==> src/rtl/byte_frame_packer.sv <==
// -----------------------------------------------------------------------------
// byte_frame_packer
//   Collects FRAME_LEN payload bytes from an upstream producer, then emits a
//   frame of FRAME_LEN+2 bytes downstream: a sequence-number header, the
//   buffered payload in arrival order, and a modulo-256 checksum byte.
//   Input and output phases are mutually exclusive (the block is either
//   filling or draining), so in_ready is low for the whole output phase.
//
// Ports
//   clk        : single clock, rising edge
//   rst        : synchronous active-high reset
//   in_data    : payload byte from producer
//   in_valid   : in_data valid
//   in_ready   : block accepts in_data (registered)
//   out_data   : byte to downstream (registered)
//   out_valid  : out_data valid (registered)
//   out_ready  : downstream accepts out_data
//   out_last   : out_data is the frame checksum (registered)
//   frame_cnt  : completed frames, wraps modulo 256
// -----------------------------------------------------------------------------
module byte_frame_packer #(
   parameter int FRAME_LEN = 4,
   parameter int DATA_W    = 8
) (
   input  logic              clk,
   input  logic              rst,
   input  logic [DATA_W-1:0] in_data,
   input  logic              in_valid,
   output logic              in_ready,
   output logic [DATA_W-1:0] out_data,
   output logic              out_valid,
   input  logic              out_ready,
   output logic              out_last,
   output logic [7:0]        frame_cnt
);

   localparam int                IDX_W    = (FRAME_LEN > 1) ? $clog2(FRAME_LEN) : 1;
   localparam logic [IDX_W-1:0]  LAST_IDX = IDX_W'(FRAME_LEN - 1);
   localparam logic [IDX_W-1:0]  IDX_ZERO = IDX_W'(0);
   localparam logic [IDX_W-1:0]  IDX_ONE  = IDX_W'(1);
   localparam logic [DATA_W-1:0] D_ZERO   = DATA_W'(0);
   localparam logic [DATA_W-1:0] D_ONE    = DATA_W'(1);

   typedef enum logic [1:0] {
      S_FILL = 2'd0,
      S_HDR  = 2'd1,
      S_PAY  = 2'd2,
      S_CSUM = 2'd3
   } state_e;

   // Modulo-2^DATA_W checksum accumulation step.
   function automatic logic [DATA_W-1:0] csum_add(input logic [DATA_W-1:0] acc,
                                                  input logic [DATA_W-1:0] din);
      return acc + din;
   endfunction

   state_e             state_q,     state_d;
   logic [IDX_W-1:0]   wr_idx_q,    wr_idx_d;
   logic [IDX_W-1:0]   rd_idx_q,    rd_idx_d;
   logic [DATA_W-1:0]  sum_q,       sum_d;
   logic [DATA_W-1:0]  seq_q,       seq_d;
   logic [7:0]         frame_cnt_q, frame_cnt_d;
   logic [DATA_W-1:0]  pay_buf_q [FRAME_LEN];
   logic [DATA_W-1:0]  pay_buf_d [FRAME_LEN];
   logic               in_ready_q,  in_ready_d;
   logic               out_valid_q, out_valid_d;
   logic               out_last_q,  out_last_d;
   logic [DATA_W-1:0]  out_data_q,  out_data_d;

   logic               in_xfer_s;
   logic               out_xfer_s;

   // Handshakes are qualified by the registered ready/valid only.
   assign in_xfer_s  = in_valid  & in_ready_q;
   assign out_xfer_s = out_ready & out_valid_q;

   // Next-state, datapath and next-output decode.
   always_comb begin
      state_d     = state_q;
      wr_idx_d    = wr_idx_q;
      rd_idx_d    = rd_idx_q;
      sum_d       = sum_q;
      seq_d       = seq_q;
      frame_cnt_d = frame_cnt_q;
      pay_buf_d   = pay_buf_q;

      case (state_q)
         S_FILL: begin
            if (in_xfer_s) begin
               pay_buf_d[wr_idx_q] = in_data;
               sum_d               = csum_add(sum_q, in_data);
               if (wr_idx_q == LAST_IDX) begin
                  wr_idx_d = IDX_ZERO;
                  state_d  = S_HDR;
               end else begin
                  wr_idx_d = wr_idx_q + IDX_ONE;
               end
            end else begin
               state_d = S_FILL;
            end
         end
         S_HDR: begin
            if (out_xfer_s) begin
               rd_idx_d = IDX_ZERO;
               state_d  = S_PAY;
            end else begin
               state_d = S_HDR;
            end
         end
         S_PAY: begin
            if (out_xfer_s) begin
               if (rd_idx_q == LAST_IDX) begin
                  rd_idx_d = IDX_ZERO;
                  state_d  = S_CSUM;
               end else begin
                  rd_idx_d = rd_idx_q + IDX_ONE;
               end
            end else begin
               state_d = S_PAY;
            end
         end
         S_CSUM: begin
            if (out_xfer_s) begin
               state_d     = S_FILL;
               seq_d       = seq_q + D_ONE;
               frame_cnt_d = frame_cnt_q + 8'd1;
               sum_d       = D_ZERO;
            end else begin
               state_d = S_CSUM;
            end
         end
         default: begin
            state_d = S_FILL;
         end
      endcase

      // Outputs are precomputed from the next state so they leave flops directly.
      in_ready_d  = 1'b0;
      out_valid_d = 1'b1;
      out_last_d  = 1'b0;
      out_data_d  = D_ZERO;
      case (state_d)
         S_FILL: begin
            in_ready_d  = 1'b1;
            out_valid_d = 1'b0;
         end
         S_HDR: begin
            out_data_d = seq_d;
         end
         S_PAY: begin
            out_data_d = pay_buf_d[rd_idx_d];
         end
         S_CSUM: begin
            out_data_d = sum_d;
            out_last_d = 1'b1;
         end
         default: begin
            in_ready_d  = 1'b0;
            out_valid_d = 1'b0;
         end
      endcase
   end

   // State, datapath and output registers with synchronous reset.
   always_ff @(posedge clk) begin
      if (rst) begin
         state_q     <= S_FILL;
         wr_idx_q    <= IDX_ZERO;
         rd_idx_q    <= IDX_ZERO;
         sum_q       <= D_ZERO;
         seq_q       <= D_ZERO;
         frame_cnt_q <= 8'd0;
         for (int i = 0; i < FRAME_LEN; i++) begin
            pay_buf_q[i] <= D_ZERO;
         end
         in_ready_q  <= 1'b1;
         out_valid_q <= 1'b0;
         out_last_q  <= 1'b0;
         out_data_q  <= D_ZERO;
      end else begin
         state_q     <= state_d;
         wr_idx_q    <= wr_idx_d;
         rd_idx_q    <= rd_idx_d;
         sum_q       <= sum_d;
         seq_q       <= seq_d;
         frame_cnt_q <= frame_cnt_d;
         pay_buf_q   <= pay_buf_d;
         in_ready_q  <= in_ready_d;
         out_valid_q <= out_valid_d;
         out_last_q  <= out_last_d;
         out_data_q  <= out_data_d;
      end
   end

   assign in_ready  = in_ready_q;
   assign out_valid = out_valid_q;
   assign out_last  = out_last_q;
   assign out_data  = out_data_q;
   assign frame_cnt = frame_cnt_q;

endmodule

==> config.mk <==
export PLATFORM = sky130hd
export DESIGN_NAME = byte_frame_packer
export DESIGN_NICKNAME = d
export VERILOG_FILES = /design/src/rtl/byte_frame_packer.sv
export SDC_FILE = /design/constraint.sdc
export NUM_CORES = 1
export LEC_CHECK = 0
export CORE_MARGIN = 1.5
export CORE_UTILIZATION = 45
export CTS_CLUSTER_SIZE = 16
export DETAILED_ROUTE_END_ITERATION = 10
export GPL_TIMING_DRIVEN = 1
export PLACE_DENSITY = 0.7
export SLEW_MARGIN = 10
export SYNTH_ARGS = -nofsm -noshare
export SYNTH_HDL_FRONTEND = slang
export SYNTH_SLANG_ARGS = --single-unit
==> constraint.sdc <==
create_clock -name clk -period 2.2 [get_ports clk]
set_input_delay 0.44 -clock clk [delete_from_list [all_inputs] [get_ports clk]]
set_output_delay 0.44 -clock clk [all_outputs]
set_load 0.005 [all_outputs]
# Word level (Yosys, flattened, before mapping)

Index checks and enable logic that the tools add are counted.

Register bits after elaboration: 73

Add/subtract/negate cells: 5
$lt $le $gt $ge: 3
Equal/unequal tests: 8
Multiplexer cells: 29
Bitwise gates (word level): 4
Reduce and logical (&&, ||, !) cells: 5

Operators by type and width:

| cell                | number |
|---|---|
| $mux 32             | 2 |
| $mux 8              | 7 |
| $bwmux 32           | 1 |
| $pmux 8 s3          | 1 |
| $mux 2              | 10 |
| $add 8x1->8 const B | 2 |
| $bmux 8 s2          | 1 |
| $demux 8 s2         | 1 |
| $pmux 8 s2          | 1 |
| $eq 2x2->1 const B  | 6 |
| $add 8x8->8         | 1 |
| $pmux 2 s4          | 1 |
| $ge 3x3->1 const B  | 2 |
| $not 2->3           | 2 |
| $add 2x1->2 const B | 2 |
| $eq 2x1->1 const B  | 2 |
| $logic_not 2->1     | 2 |
| $pmux 2 s2          | 1 |
| $reduce_and 2->1    | 2 |
| $lt 3x1->1 const B  | 1 |
| $mux 1              | 3 |
| $and 1x1->1         | 2 |
| $logic_and 1x1->1   | 1 |

# Depth between registers and ports, before layout

Word-level depth: 12
Mapped depth: 10
Mapped depth without buffers: 9

# Worst setup path after synthesis

Ideal clock, no wire load.

Path type: register -> register
Start point: register state_q[0]
End point: register out_data_q[7] (netlist: out_data[7])
Setup time: 0.082 ns
Data arrival time: 2.300 ns
Path slack: -0.183 ns
Cell stages (with the launch flop): 10
Buffers on the path: 1
Clock period less this slack: 2.383 ns
Path through: dfxtp_1 inv_1 ha_1 buf_2 nand3_1 mux2i_4 nor2_4 mux4_2 or2_1 o221ai_1

Cells in the longest elaborated chain, start to end: 7
Elaborated cells on any way between the ends: 21
Those cells by class: 6 x eq/ne; 13 x mux; 1 x bitwise; 1 x reduce/logical

RTL lines:

| what                                      | line | source |
|---|---|---|
| start: declaration                        | 57   | `state_e state_q, state_d;` |
| start signal: assignment                  | 181  | `state_q <= state_d;` |
| $eq 2x2->1 or $eq 2x1->1 (tied branches)  | 87   | `case (state_q)` |
| $pmux 2 s2                                | 87   |  |
| $not 2->3 (implied by the code)           | 151  | `out_data_d = pay_buf_d[rd_idx_d];` |
| $bmux 8 s2                                | 151  |  |
| $mux 8 (implied by the code) (2 in a row) | 151  |  |
| $pmux 8 s3 (*)                            | 142  | `case (state_d)` |
| end signal: assignment                    | 191  | `out_data_q <= out_data_d;` |
| end: declaration                          | 68   | `logic [DATA_W-1:0] out_data_q, out_data_d;` |

Mark *: on every way between the ends. The rest lies on a longest branch, timed or not. The select of a mux whose other input is x is not followed.
A chain may end at the register's enable or synchronous reset.

# Worst setup path after layout

Start point: register state_q[0]
End point: register out_data_q[1] (netlist: out_data[1])

The elaborated chain is that of the path after synthesis.

==> impl_metrics.csv <==
group,metric,value,unit
timing,hold_viol,0,
synthesis,synth-async-reset-ratio,0,
run,drv_cap,0,
grt,grt-ovfl-total,0,
place,place_area,4830,um^2
die,fp.dieH,94.5,um
cts,hold_buffers,0,
critical_path,crit_type,"register to register",
timing,setup_viol,2,
final_layout,syn2layout_area_growth,44.2,%
timing,timing.final.crit_period,2.23,ns
die,coreArea,8180,um^2
final_layout,final_cells,677,
critical_path,slowest_stage,"mux2_4",
die,fp.dieW,94.5,um
critical_path,critPathRequiredTime,2.45,ns
die,ioPinCount,31,
detailed_routing,via_per_inst,5.75,
synthesis,synth_nets,477,
grt,met1_usage,0.331,
cts,cts_tree,"yes",
cts,clk_latency,0.36,ns
synthesis,netlist_area,3770,um^2
timing,fin_skew,0.00774,ns
synthesis,synth_cell_types,58,
status,failed_checks,"setup timing",
critical_path,arrival,2.48,ns
detailed_routing,drcViolationCount,0,
place,place.gp.congestion,0.927,
synthesis,synth_area_leaders,"dfxtp_1, nand2_1, ha_1",
cts,cts_sinks,73,
status,outcome,"complete, but fails checks",
critical_path,cp_num_buf_inv,2,
power,power_density,598,nW/um^2
cts,cts_max_path_buffers,2,
place,dp_hpwl,8200,um
die,start_util,0.461,
cts,cts_max_level,3,
grt,antenna_found_initial,0,
timing,timing.fmax,448,MHz
synthesis,yosys.area.top_type,"dfxtp_1",
final_layout,drive_gt1_frac,0.306,
hold_path,hp-class,"primary input to register",
final_layout,final_cell_area,5430,um^2
detailed_routing,first_pass_iters,5,
die,die-area,8930,um^2
detailed_routing,drtAntennaViolNets,0,
timing,rsz0062_at_grt,"true",
critical_path,cpPeakStageDelay,0.38,ns
detailed_routing,via_count,3894,
detailed_routing,routedWlPerCell,17.5,um
critical_path,endpoint_kind,"register",
place,place_inst,654,
grt,grt_util_met2,0.434,
synthesis,yosysTopAreaCellShare,0.388,
final_layout,n_antenna_cell,0,
power,leakagePower,2.25,nW
cts,path_clk_slew,0.08,ns
grt,grt_use_met3,0.0467,
timing,setup_ws,-0.0311,ns
timing,tightest_slew,0.490,ns
power,peakVddDrop,0.379,mV
timing,drv_slew,0,
timing,fin_crit_sh,1.01,
critical_path,startpoint_type,"register",
synthesis,synth_cells,446,
critical_path,crit_family,"simple AND/OR/NAND/NOR gates",
cts,root_buffer,"clkbuf_8",
grt,grt_start_max_net_pins,40,
synthesis,synth_edf_count,0,
grt,gr-max-usage-layer,"met2",
grt,track_usage,0.262,
grt,grt_pass1_wl,17800,um
synthesis,yosys_most_used_dff,"dfxtp_1",
grt,grt_pass1_vias,3682,
synthesis,ys_warn_count,0,
power,finalPower,3.25,mW
final_layout,layout.nets,598,
synthesis,synth.avg_cell_area,8.45,um^2
die,num_rows,33,
critical_path,path_cells,"inv_2, ha_4, nand3_4, mux2_4, a21oi_4, a211oi_4, buf_6, or3_1, a31o_1",
synthesis,ys_seq_area_frac,0.388,
critical_path,critPathMaxFanout,4,
cts,cts_buffers,9,
detailed_routing,drt_wl_total,11800,um
detailed_routing,drt_iter0_drc,301,
synthesis,synth-seq-cells,73,
timing,max_slew_margin,0.671,
place,port_buffers,30,
-- kinds of logic after synthesis --
kind of cell               after synthesis  synth area share
buffers and inverters                   34            0.0352
and+or+nand+nor                        175             0.210
AOI/OAI and AO/OA                      109             0.198
muxes                                   21            0.0697
DFF                                     73             0.388
adders and majority gates               19            0.0651
xor gates and xnor gates                15            0.0349
-- worst paths after layout --
kind                       startpoint                  endpoint  slack, ns  cells after the start
max             state_q[0]$_SDFF_PP0_    out_data[1]$_SDFF_PP0_      -0.03                      9
min reg2reg  pay_buf_q[21]$_SDFF_PP0_  pay_buf_q[21]$_SDFF_PP0_       0.46                      2
max reg2reg     state_q[0]$_SDFF_PP0_    out_data[1]$_SDFF_PP0_      -0.03                      9
min                               rst     state_q[1]$_SDFF_PP0_       0.41                      2
-- layout by cell type (no fill, tap or decap), types with 4 or more instances in the layout --
| cell type | netlist | final |
|---|---|---|
| xor2_1 | 8 | 8 |
| o21ai_0 | 10 | 7 |
| and2_1 | 6 | 4 |
| mux2i_1 | 15 | 15 |
| inv_1 | 13 | 9 |
| clkdlybuf4s50_1 | 0 | 23 |
| nor2_1 | 50 | 50 |
| ha_1 | 18 | 11 |
| ha_4 | 0 | 5 |
| inv_2 | 0 | 4 |
| a21oi_1 | 38 | 35 |
| buf_4 | 0 | 95 |
| nand2_1 | 75 | 75 |
| clkbuf_8 | 0 | 10 |
| xnor2_1 | 7 | 7 |
| a211o_1 | 8 | 7 |
| buf_6 | 0 | 5 |
| or3_1 | 7 | 4 |
| dfxtp_2 | 0 | 4 |
| dfxtp_1 | 73 | 69 |
| nand4_1 | 6 | 6 |
| o22ai_1 | 5 | 4 |
| a21o_1 | 4 | 4 |
| o41ai_1 | 6 | 4 |
| nand3_1 | 8 | 7 |
-- layout make-up --
class                   instances  area (um^2)
fillers                       671         2740
well taps                     105          131
multi-input cells             339         2450
inverters                      13         48.8
clock inverters                 6          115
repair buffers                131         1090
clock buffers                  10          138
flip-flops and latches         73         1470
-- registers in the layout, indices dropped and copies added (netlist names) --
name,cells
wr_idx_q,2
pay_buf_q,32
out_last,1
rd_idx_q,2
frame_cnt,8
out_data,8
out_valid,1
in_ready,1
sum_q,8
seq_q,8
state_q,2
-- metal layers --
metal	vias to the layer above	part of all wire
li1	1826	-
met4	0	0.034
met3	47	0.053
met1	1868	0.42
met5	-	0
met2	153	0.49
-- per-stage QoR --
stage | setup TNS (ns) | setup WS, ns | utilization | hold slack, ns
final | -0.0523 | -0.0311 | 0.665 | 0.407
after detailed placement | -6.41 | -0.624 | 0.591 | 0.450
after global routing | -0.418 | -0.0850 | 0.665 | 0.409
after floorplan | 0 | 0.00220 | - | 0.436
after global placement | -5.77 | -0.590 | 0.591 | 0.442
after CTS | -0.00705 | -0.00705 | 0.636 | 0.403
-- synthesized netlist by cell type (6+ instances only) --
cell type	n
a211o_1	8
o41ai_1	6
a211oi_1	6
a21oi_1	38
clkbuf_1	15
nor2_1	50
nand2_1	75
nand4_1	6
xnor2_1	7
ha_1	18
dfxtp_1	73
xor2_1	8
inv_1	13
nand3_1	8
and2_1	6
or3_1	7
o21ai_0	10
mux2i_1	15
-- power breakdown --
part | total, mW | switching [mW] | leakage (nW) | internal (mW)
combinational | 0.541 | 0.275 | 1.53 | 0.266
clock | 1.32 | 0.532 | 0.123 | 0.788
sequential | 1.39 | 0.0295 | 0.593 | 1.36
total | 3.25 | 0.836 | 2.25 | 2.41
-- what timing repair did --
| item | in CTS | in global routing |
|---|---|---|
| endpoints found under the setup margin | 12 | 10 |
| resized for setup | 28 | 38 |
| buffers inserted | 2 | 7 |
| pin swaps | 10 | 21 |
Power figures use the tool's default switching activity.
